--- src/rtl/uart_tx_serializer.sv ---
// UART transmit serializer: start bit, DBIT data bits LSB first, optional parity, stop period.
// Define UART_TX_PARITY_EN to insert a parity bit (sense chosen by PARITY_ODD).
module uart_tx_serializer #(
  parameter int DBIT       = 8,
  parameter int SB_TICK    = 16,
  parameter int PARITY_ODD = 0
) (
  input  logic            clk,
  input  logic            reset,
  input  logic            s_tick,
  input  logic            tx_start,
  input  logic [DBIT-1:0] din,
  output logic            tx,
  output logic            tx_done_tick,
  output logic            busy
);

  localparam int NW = (DBIT > 1) ? $clog2(DBIT) : 1;

  typedef enum logic [2:0] {
    IDLE,
    START,
    DATA,
`ifdef UART_TX_PARITY_EN
    PARITY,
`endif
    STOP
  } state_t;

  // Out-of-range configurations stop elaboration rather than build a broken frame.
  if (DBIT < 5 || DBIT > 9 || SB_TICK < 16 || SB_TICK > 32 ||
      PARITY_ODD < 0 || PARITY_ODD > 1) begin : g_cfg_err
    $error("uart_tx_serializer: parameter out of range");
  end

  state_t          state;
  logic [4:0]      s;
  logic [NW-1:0]   n;
  logic [DBIT-1:0] b;
`ifdef UART_TX_PARITY_EN
  logic            p;
`endif

  // The done strobe must fall in the last stop cycle itself so the FIFO pops on the
  // same edge the FSM returns to IDLE, leaving exactly one idle-high clk between frames.
  assign tx_done_tick = (state == STOP) && s_tick && (s == 5'(SB_TICK - 1));
  assign busy         = (state != IDLE);

  // NOTE: every register here is updated with non-blocking assignments so that all
  // branches see the pre-edge values of s, n and b regardless of statement order.
  always_ff @(posedge clk or negedge reset) begin
    if (!reset) begin
      state <= IDLE;
      s     <= '0;
      n     <= '0;
      b     <= '0;
      tx    <= 1'b1;
`ifdef UART_TX_PARITY_EN
      p     <= 1'b0;
`endif
    end else begin
      unique case (state)
        IDLE: begin
          if (tx_start) begin
            b     <= din;
            s     <= '0;
            tx    <= 1'b0;
            state <= START;
          end
        end

        START: begin
          if (s_tick) begin
            if (s == 5'd15) begin
              s     <= '0;
              n     <= '0;
              tx    <= b[0];
`ifdef UART_TX_PARITY_EN
              p     <= 1'b0;
`endif
              state <= DATA;
            end else begin
              s <= s + 5'd1;
            end
          end
        end

        DATA: begin
          if (s_tick) begin
            if (s == 5'd15) begin
              s <= '0;
              b <= b >> 1;
`ifdef UART_TX_PARITY_EN
              p <= p ^ b[0];
`endif
              if (n == NW'(DBIT - 1)) begin
`ifdef UART_TX_PARITY_EN
                tx    <= p ^ b[0] ^ PARITY_ODD[0];
                state <= PARITY;
`else
                tx    <= 1'b1;
                state <= STOP;
`endif
              end else begin
                n  <= n + 1'b1;
                tx <= b[1];
              end
            end else begin
              s <= s + 5'd1;
            end
          end
        end

`ifdef UART_TX_PARITY_EN
        PARITY: begin
          if (s_tick) begin
            if (s == 5'd15) begin
              s     <= '0;
              tx    <= 1'b1;
              state <= STOP;
            end else begin
              s <= s + 5'd1;
            end
          end
        end
`endif

        STOP: begin
          if (s_tick) begin
            if (s == 5'(SB_TICK - 1)) begin
              s     <= '0;
              state <= IDLE;
            end else begin
              s <= s + 5'd1;
            end
          end
        end

        default: begin
          s     <= '0;
          tx    <= 1'b1;
          state <= IDLE;
        end
      endcase
    end
  end

endmodule
--- config.mk ---
export PLATFORM = sky130hd
export DESIGN_NAME = uart_tx_serializer
export DESIGN_NICKNAME = d
export VERILOG_FILES = /design/src/rtl/uart_tx_serializer.sv
export SDC_FILE = /design/constraint.sdc
export NUM_CORES = 1
export LEC_CHECK = 0
export ABC_AREA = 1
export CORE_ASPECT_RATIO = 0.75
export CORE_MARGIN = 2
export CORE_UTILIZATION = 35
export DETAILED_ROUTE_END_ITERATION = 12
export PLACE_DENSITY_LB_ADDON = 0.12
export SLEW_MARGIN = 5
export SYNTH_ARGS = -nofsm -noshare
export SYNTH_HDL_FRONTEND = slang
export SYNTH_SLANG_ARGS = --single-unit
--- constraint.sdc ---
create_clock -name clk -period 3 [get_ports clk]
set_clock_uncertainty 0.2 [all_clocks]
set_input_delay 0.9 -clock clk [delete_from_list [all_inputs] [get_ports clk]]
set_output_delay 0.9 -clock clk [all_outputs]
set_load 0.02 [all_outputs]
# == Word-level counts from Yosys, hierarchy flattened ==
# Index checks and enable logic that the tools add are counted.
# classes
n_addsub,2
eq_ne,15
n_mux,28
bitwise_logic,1
reduce_logical,12
# ops
operator,count
3-bit 2-to-1 mux,11
8-bit 2-to-1 mux,3
2-bit inequality test (second input constant),8
8-bit one-hot mux with 2 select lines,1
5-bit 2-to-1 mux,3
3-bit one-hot mux with 4 select lines,1
6-bit AND reduction,2
5-bit one-hot mux with 2 select lines,1
8-bit AND reduction,1
3-bit by 2-bit == test with 1-bit output (second input constant),2
1-bit 2-to-1 mux,6
3-bit one-hot mux with 2 select lines,1
5-bit by 1-bit adder with 5-bit output (second input constant),1
5-bit by 4-bit == test with 1-bit output (second input constant),1
2-bit by 1-bit inequality test with 1-bit output (second input constant),2
1-bit one-hot mux with 4 select lines,1
4-bit AND reduction,1
2-bit nonzero test,2
3-bit by 1-bit adder with 3-bit output (second input constant),1
3-bit by 1-bit == test with 1-bit output (second input constant),1
3-bit == test (second input constant),1
3-bit zero test,1
3-bit nonzero test,1
3-bit OR reduction,1
3 further kinds,4
# totals
reg_bits,20
input_bits,12

# == Depth between registers and ports, before layout ==
# Gate-level depths: netlist of run 1.
# logic_depth
word_depth,5
mapped_depth,10
mapped_depth_nobuf,9

# == Least setup slack after synthesis of run 1 ==
# OpenSTA, ideal clock, no wires.
# synth_path
path_type,input port to output port
from,input s_tick
to,output tx_done_tick
t_arrival_ns,1.312
t_required_ns,1.900
path_slack_ns,0.588
path_stages,2
path_buffers,0
cell_sequence,nand3_2 > nor2_1
# synth_via
elab_chain_len,2
# synth_rtl
element,line,rtl
"start, declared",10,"input logic s_tick,"
1-bit logical AND (2 in a row),46,assign tx_done_tick = (state == STOP) && s_tick && (s == 5'(SB_TICK - 1));
"end, declared",14,"output logic tx_done_tick,"
# No other way between the ends.

# == Final worst setup path of run 1 ==
# Same ends and word-level chain as after synthesis.

==> results of run 1 <==
==> cell type report <==
class / instances / area [um^2] / area share, %
multi-input cells: 99 / 582 / 42.2
flip-flops and latches: 19 / 477 / 34.6
repair buffers: 18 / 174 / 12.6
inverters: 14 / 52.6 / 3.81
well taps: 38 / 47.5 / 3.45
clock buffers: 3 / 41.3 / 2.99
clock inverters: 1 / 5.00 / 0.363
==> state kept, by name (all words and copies together) (netlist names) <==
register  count
tx            1
n             3
b             8
s             5
state         2
==> per-layer routing <==
| metal | vias to the layer above | track usage, % | wire (um) |
|---|---|---|---|
| met3 | 2 | 4.57 | 102 |
| li1 | 473 | - | - |
| met5 | - | 0 | 0 |
| met4 | 0 | 2.88 | 14 |
| met2 | 19 | 21.1 | 922 |
| met1 | 413 | 17.8 | 1120 |
==> synth_stat cells, drive strengths merged <==
| master | count |
|---|---|
| ha | 8 |
| nor2 | 14 |
| mux2i | 7 |
| a211oi | 1 |
| dfstp | 1 |
| xor2 | 1 |
| inv | 14 |
| nand3 | 12 |
| a21oi | 4 |
| dfrtp | 18 |
| buf | 3 |
| nand2 | 38 |
| o21ai | 14 |
==> worst reg2reg max path: stages, from the launching register on <==
cell and delay [ns]:
dfrtp_1 0.43, inv_1 0.11, ha_1 0.46, inv_1 0.16, nand2_1 0.17, nand2_1 0.10
nor2_1 0.20, nand3_1 0.11, nand2_1 0.07
==> metrics by stage <==
stage / setup WS, ns / instances / instance area [um^2]
6_report: 0.0470 / 192 / 1380
5_1_grt: 0.0191 / 192 / 1380
4_1_cts: 0.0422 / 192 / 1380
3_5_place_dp: -0.298 / 188 / 1330
3_3_place_gp: -0.302 / 188 / 1330
2_1_floorplan: 0.588 / 135 / 1140
==> repair_timing <==
| action | CTS | global route |
|---|---|---|
| pin swaps | 0 | 0 |
| gates cloned | 0 | 0 |
| hold endpoints to repair | 0 | 0 |
| resized for setup | 3 | 1 |
| setup endpoints to repair | 1 | 1 |
==> logic make-up (layout without fill, tap and decap cells) <==
group	Yosys count	count (layout)	synth area share (%)
flip-flops	19	19	41.9
adder cells (fa/ha/maj)	8	8	8.79
XOR/XNOR	1	1	0.769
AO/OA/AOI/OAI	19	19	11.2
multiplexers	7	7	6.15
AND/OR/NAND/NOR	64	64	24.2
buffers and inverters	17	36	7.03
==> placed cells by master, fill, tap and decap left out, drive strengths merged <==
cell,count
nand2,38
clkdlybuf4s50,12
inv,14
nand3,12
buf,4
dfrtp,18
xor2,1
ha,8
a211oi,1
mux2i,7
a21oi,4
nor2,14
clkbuf,3
dlymetal6s2s,1
clkdlybuf4s15,1
clkinv,1
dfstp,1
o21ai,14
==> how the worst max path moves through the flow <==
stage,startpoint,to,depth (start not counted)
floorplan,s_tick,tx_done_tick,2
global placement,s_tick,tx_done_tick,4
detailed placement,s_tick,tx_done_tick,4
CTS,s_tick,tx_done_tick,4
global route,s_tick,tx_done_tick,4
finish,s_tick,tx_done_tick,4
==> power by group <==
| group | switching, mW | internal, mW |
|---|---|---|
| Combinational | 0.406 | 0.262 |
| Clock | 0.0871 | 0.0923 |
| Sequential | 0.0712 | 0.362 |
| Total | 0.565 | 0.716 |
==> flow_summary_export.csv, run 1 <==
group,metric,value,unit
status,outcome,"complete, no violations",
grt,track_usage,13.4,%
power_and_ir_drop,totalPowerFinal,1.28,mW
critical_path,crit_arrival,1.85,ns
grt,antenna_found_initial,0,
die,io_pins,15,
synthesis,ys_seq_elements,19,
route,drt-total-wl,2.16,mm
synthesis,synth_area,1140,um^2
sta,finalHoldViolations,0,
placement,globalplace.congestion,0.796,
route,vias,907,
die,dieHeight,53.4,um
sta,tightest_slew,0.477,ns
power_and_ir_drop,peakVddDrop,0.377,mV
cells_and_area,utilization,45.7,%
sta,setup_viol,0,
grt,grt_max_degree,20,
route,dr.first_iter.drc_count,18,
critical_path,startpoint_type,"primary input",
die,start_util,37.7,%
min_path,holdPathEnd,"b[2]",
grt,grt_pass1_vias,866,
cells_and_area,area_growth,21.1,%
critical_path,crit_chain,"clkdlybuf4s50_1, nand3_2, nor2_1, clkdlybuf4s15_2",
sta,tns,0,ns
sta,rsz0062_at_grt,"false",
critical_path,cp-end-kind,"primary output",
synthesis,yosysUniqueCellTypes,19,
synthesis,synth.avg_cell_area,8.43,um^2
die,rows,17,
cells_and_area,fillers,300,
critical_path,cp_slowest_cell,"clkdlybuf4s50_1",
route,via_per_inst,4.72,
clocking,clk_pin_slew_worst_paths,0.07,ns
critical_path,critical_path.n_buffers_inverters,2,
min_path,min_path_cells,2,
sta,min_period_over_period,98.4,%
grt,grt_pass1_wl,3.84,mm
clocking,htree_levels,1,
clocking,clkSinkCount,19,
job,drv_cap,0,
synthesis,synthesis.nets,155,
die,fp.dieW,69.9,um
critical_path,r2r_cells,8,
sta,report.final.slew_viol_count,0,
clocking,cts_setup_buffers,0,
die,core_area,3020,um^2
placement,placement.io_buffers,14,
synthesis,synth_cells,135,
sta,post-route-min-period,2.95,ns
sta,fmax,0.339,GHz
critical_path,worstSetupPathType,"primary input to primary output",
synthesis,synth-seq-area-share,41.9,%
route,drt-pass1-iter-count,4,
cells_and_area,drive_gt1_share,14.9,%
grt,grt_overflow_total,0,
critical_path,slowest_delay,0.50,ns
route,drc,0,
clocking,holdBufCountCts,0,
critical_path,reg2reg_slack,0.92,ns
route,wl_per_cell,11.3,um
synthesis,yosysWarnings,0,
min_path,min-delay-start,"b[2]",
clocking,insertion_delay,0.25,ns
synthesis,yosys-top-cells-area,"dfrtp_1, nand2_1, ha_1",
power_and_ir_drop,p_per_area,929,nW/um^2
critical_path,r2r_end,"n[2]",
power_and_ir_drop,p_leak,0.680,nW
die,dieArea,3730,um^2
critical_path,critPathTopFamily,"buffers and inverters",
clocking,cts-root-buf,"clkbuf_8",
cells_and_area,finalNetCount,175,
critical_path,path_max_fanout,2,
critical_path,reg2reg_from,"state[0]",
sta,whs,0.287,ns
clocking,cts_buffers,3,
route,ant_nets,0,
synthesis,synth_top_area_share,39.6,%
clocking,cts_tree,"done",
synthesis,synth_top_area_cell,"dfrtp_1",
clocking,cts_buffer_depth,2,
critical_path,cp_data_required_time,1.90,ns
min_path,min_path_type,"register to register",
cells_and_area,antenna_cells,0,
placement,place_hpwl,1.65,mm
sta,max_slew_margin,68.2,%
Note: power is estimated with default switching activity, not from simulation.
==> inputs of run 2 (changes only) <==
--- a/config.mk
+++ b/config.mk
@@ -10,7 +10,7 @@
 export CORE_MARGIN = 2
 export CORE_UTILIZATION = 35
 export DETAILED_ROUTE_END_ITERATION = 12
-export PLACE_DENSITY_LB_ADDON = 0.12
+export PLACE_DENSITY = 0.53
 export SLEW_MARGIN = 5
 export SYNTH_ARGS = -nofsm -noshare
 export SYNTH_HDL_FRONTEND = slang
==> flow_summary_export.csv, run 2 (synthesized netlist as in run 1, its figures left out) <==
group,metric,value,unit
status,outcome,"complete, no violations",
cells_and_area,multi_input_area,582,um^2
route,drc,0,
clocking,holdBufCountCts,0,
placement,placement.io_buffers,14,
die,core_area,3020,um^2
die,rows,17,
die,fp.dieW,69.9,um
cells_and_area,final_common_cell,"nand2_1",
critical_path,crit_chain,"clkdlybuf4s50_1, nand3_2, nor2_1, clkdlybuf4s15_2",
placement,dp_cells,188,
critical_path,slowest_delay,0.49,ns
critical_path,worstSetupPathType,"primary input to primary output",
clocking,clkSinkCount,19,
clocking,cts-root-buf,"clkbuf_8",
route,drt-pass1-iter-count,4,
sta,whs,0.284,ns
sta,post-route-min-period,2.97,ns
cells_and_area,area_growth,20.9,%
sta,setup_viol,0,
cells_and_area,instances_no_fill,192,
sta,rsz0062_at_grt,"false",
route,wl_per_cell,11.4,um
route,via_per_inst,4.84,
sta,tightest_slew,0.395,ns
job,drv_cap,0,
cells_and_area,regMostFlops,"b",
cells_and_area,fillers,299,
critical_path,startpoint_type,"primary input",
clocking,ctsResizeCount,3,
cells_and_area,top_regs,"b (8), s (5), n (3)",
clocking,insertion_delay,0.26,ns
route,dr.first_iter.drc_count,37,
cells_and_area,drive_gt1_share,14.9,%
cells_and_area,register_area,477,um^2
route,drt-total-wl,2.20,mm
cells_and_area,antenna_cells,0,
critical_path,critical_path.n_buffers_inverters,2,
sta,max_slew_margin,73.7,%
sta,min_period_over_period,99.0,%
clocking,htree_levels,1,
power_and_ir_drop,clkPwrFrac,14.3,%
route,vias,930,
cells_and_area,finalNetCount,175,
power_and_ir_drop,p_leak,0.672,nW
power_and_ir_drop,p_sw,0.575,mW
power_and_ir_drop,peakVddDrop,0.358,mV
clocking,clk_pin_slew_worst_paths,0.07,ns
die,io_pins,15,
critical_path,crit_arrival,1.87,ns
critical_path,cp-end-kind,"primary output",
die,dieArea,3730,um^2
clocking,cts_buffer_depth,2,
sta,finalHoldViolations,0,
critical_path,critPathTopFamily,"buffers and inverters",
die,dieHeight,53.4,um
grt,track_usage,14.0,%
clocking,cts_buffers,3,
min_path,min_path_type,"register to register",
clocking,cts_tree,"done",
route,ant_nets,0,
sta,fmax,0.337,GHz
grt,grt_pass1_vias,854,
critical_path,cp_slowest_cell,"clkdlybuf4s50_1",
cells_and_area,utilization,45.6,%
cells_and_area,largest_register_ffs,8,
clocking,cts_setup_buffers,0,
sta,report.final.slew_viol_count,0,
placement,place_hpwl,1.67,mm
grt,grt_max_degree,20,
grt,antenna_found_initial,0,
grt,grt_overflow_total,0,
critical_path,path_max_fanout,2,
critical_path,reg2reg_slack,0.96,ns
cells_and_area,most-common-layout-cells,"nand2_1, dfrtp_1, inv_1, nor2_1, clkdlybuf4s50_1",
power_and_ir_drop,combPwrFrac,52.2,%
grt,grt_pass1_wl,3.91,mm
die,start_util,37.7,%
power_and_ir_drop,sw_frac_of_total,44.5,%
critical_path,cp_data_required_time,1.90,ns
power_and_ir_drop,p_per_area,939,nW/um^2
placement,globalplace.congestion,0.782,
power_and_ir_drop,power.internal,0.718,mW
power_and_ir_drop,p_seq_share,33.5,%
[run 2: changes by cell type in the layout (fill, tap and decap cells not counted)]
cell             delta
clkdlybuf4s50_1     +1
dlymetal6s2s_1      -1
[run 2: layout make-up]
| class | count | area share [%] |
|---|---|---|
| Multi-Input combinational cell | 99 | 42.3 |
| Clock buffer | 3 | 3.00 |
| Tap cell | 38 | 3.45 |
| Clock inverter | 1 | 0.364 |
| Inverter | 14 | 3.82 |
| Timing Repair Buffer | 18 | 12.5 |
| Sequential cell | 19 | 34.6 |
[run 2: layer usage]
layer / vias up / routed length, um / global-route usage [%]
met4: 0 / 42 / 6.41
met3: 5 / 109 / 4.76
met2: 21 / 956 / 20.5
met1: 427 / 1090 / 18.7
met5: - / 0 / 0
li1: 477 / - / -
[run 2: worst paths after layout]
check                               end  startpoint  cells past startpoint
max                        tx_done_tick      s_tick                      4
min                                b[2]        b[2]                      2
max reg2reg                        n[0]    state[0]                      8
min reg2reg                        b[2]        b[2]                      2
max in group asynchronous            tx       reset                      2
min in group asynchronous          b[7]       reset                      2
[run 2: power by group through the flow]
| stage | Combinational, mW | Clock [mW] | Sequential (mW) |
|---|---|---|---|
| 2_1_floorplan | 0.554 | 0 | 0.426 |
| 3_3_place_gp | 0.664 | 0 | 0.434 |
| 3_5_place_dp | 0.678 | 0 | 0.439 |
| 4_1_cts | 0.682 | 0.196 | 0.433 |
| 5_1_grt | 0.781 | 0.204 | 0.447 |
| 6_report | 0.675 | 0.185 | 0.432 |
[run 2: worst reg2reg max path: cells and delay by family (launching register included)]
kind            cells  cell delay, ns
flops               1            0.43
compound gates      1            0.08
simple gates        4            0.59
fa+ha+maj           1            0.40
buf+inv             2            0.26
[run 2: stage by stage]
step	total power [mW]	area (um^2)	setup slack, ns	setup TNS, ns
floorplan	0.981	1140	0.588	0
global placement	1.10	1330	-0.306	-0.306
detailed placement	1.12	1330	-0.323	-0.323
CTS	1.31	1380	0.0208	0
global route	1.43	1380	0.000986	0
finish	1.29	1380	0.0304	0
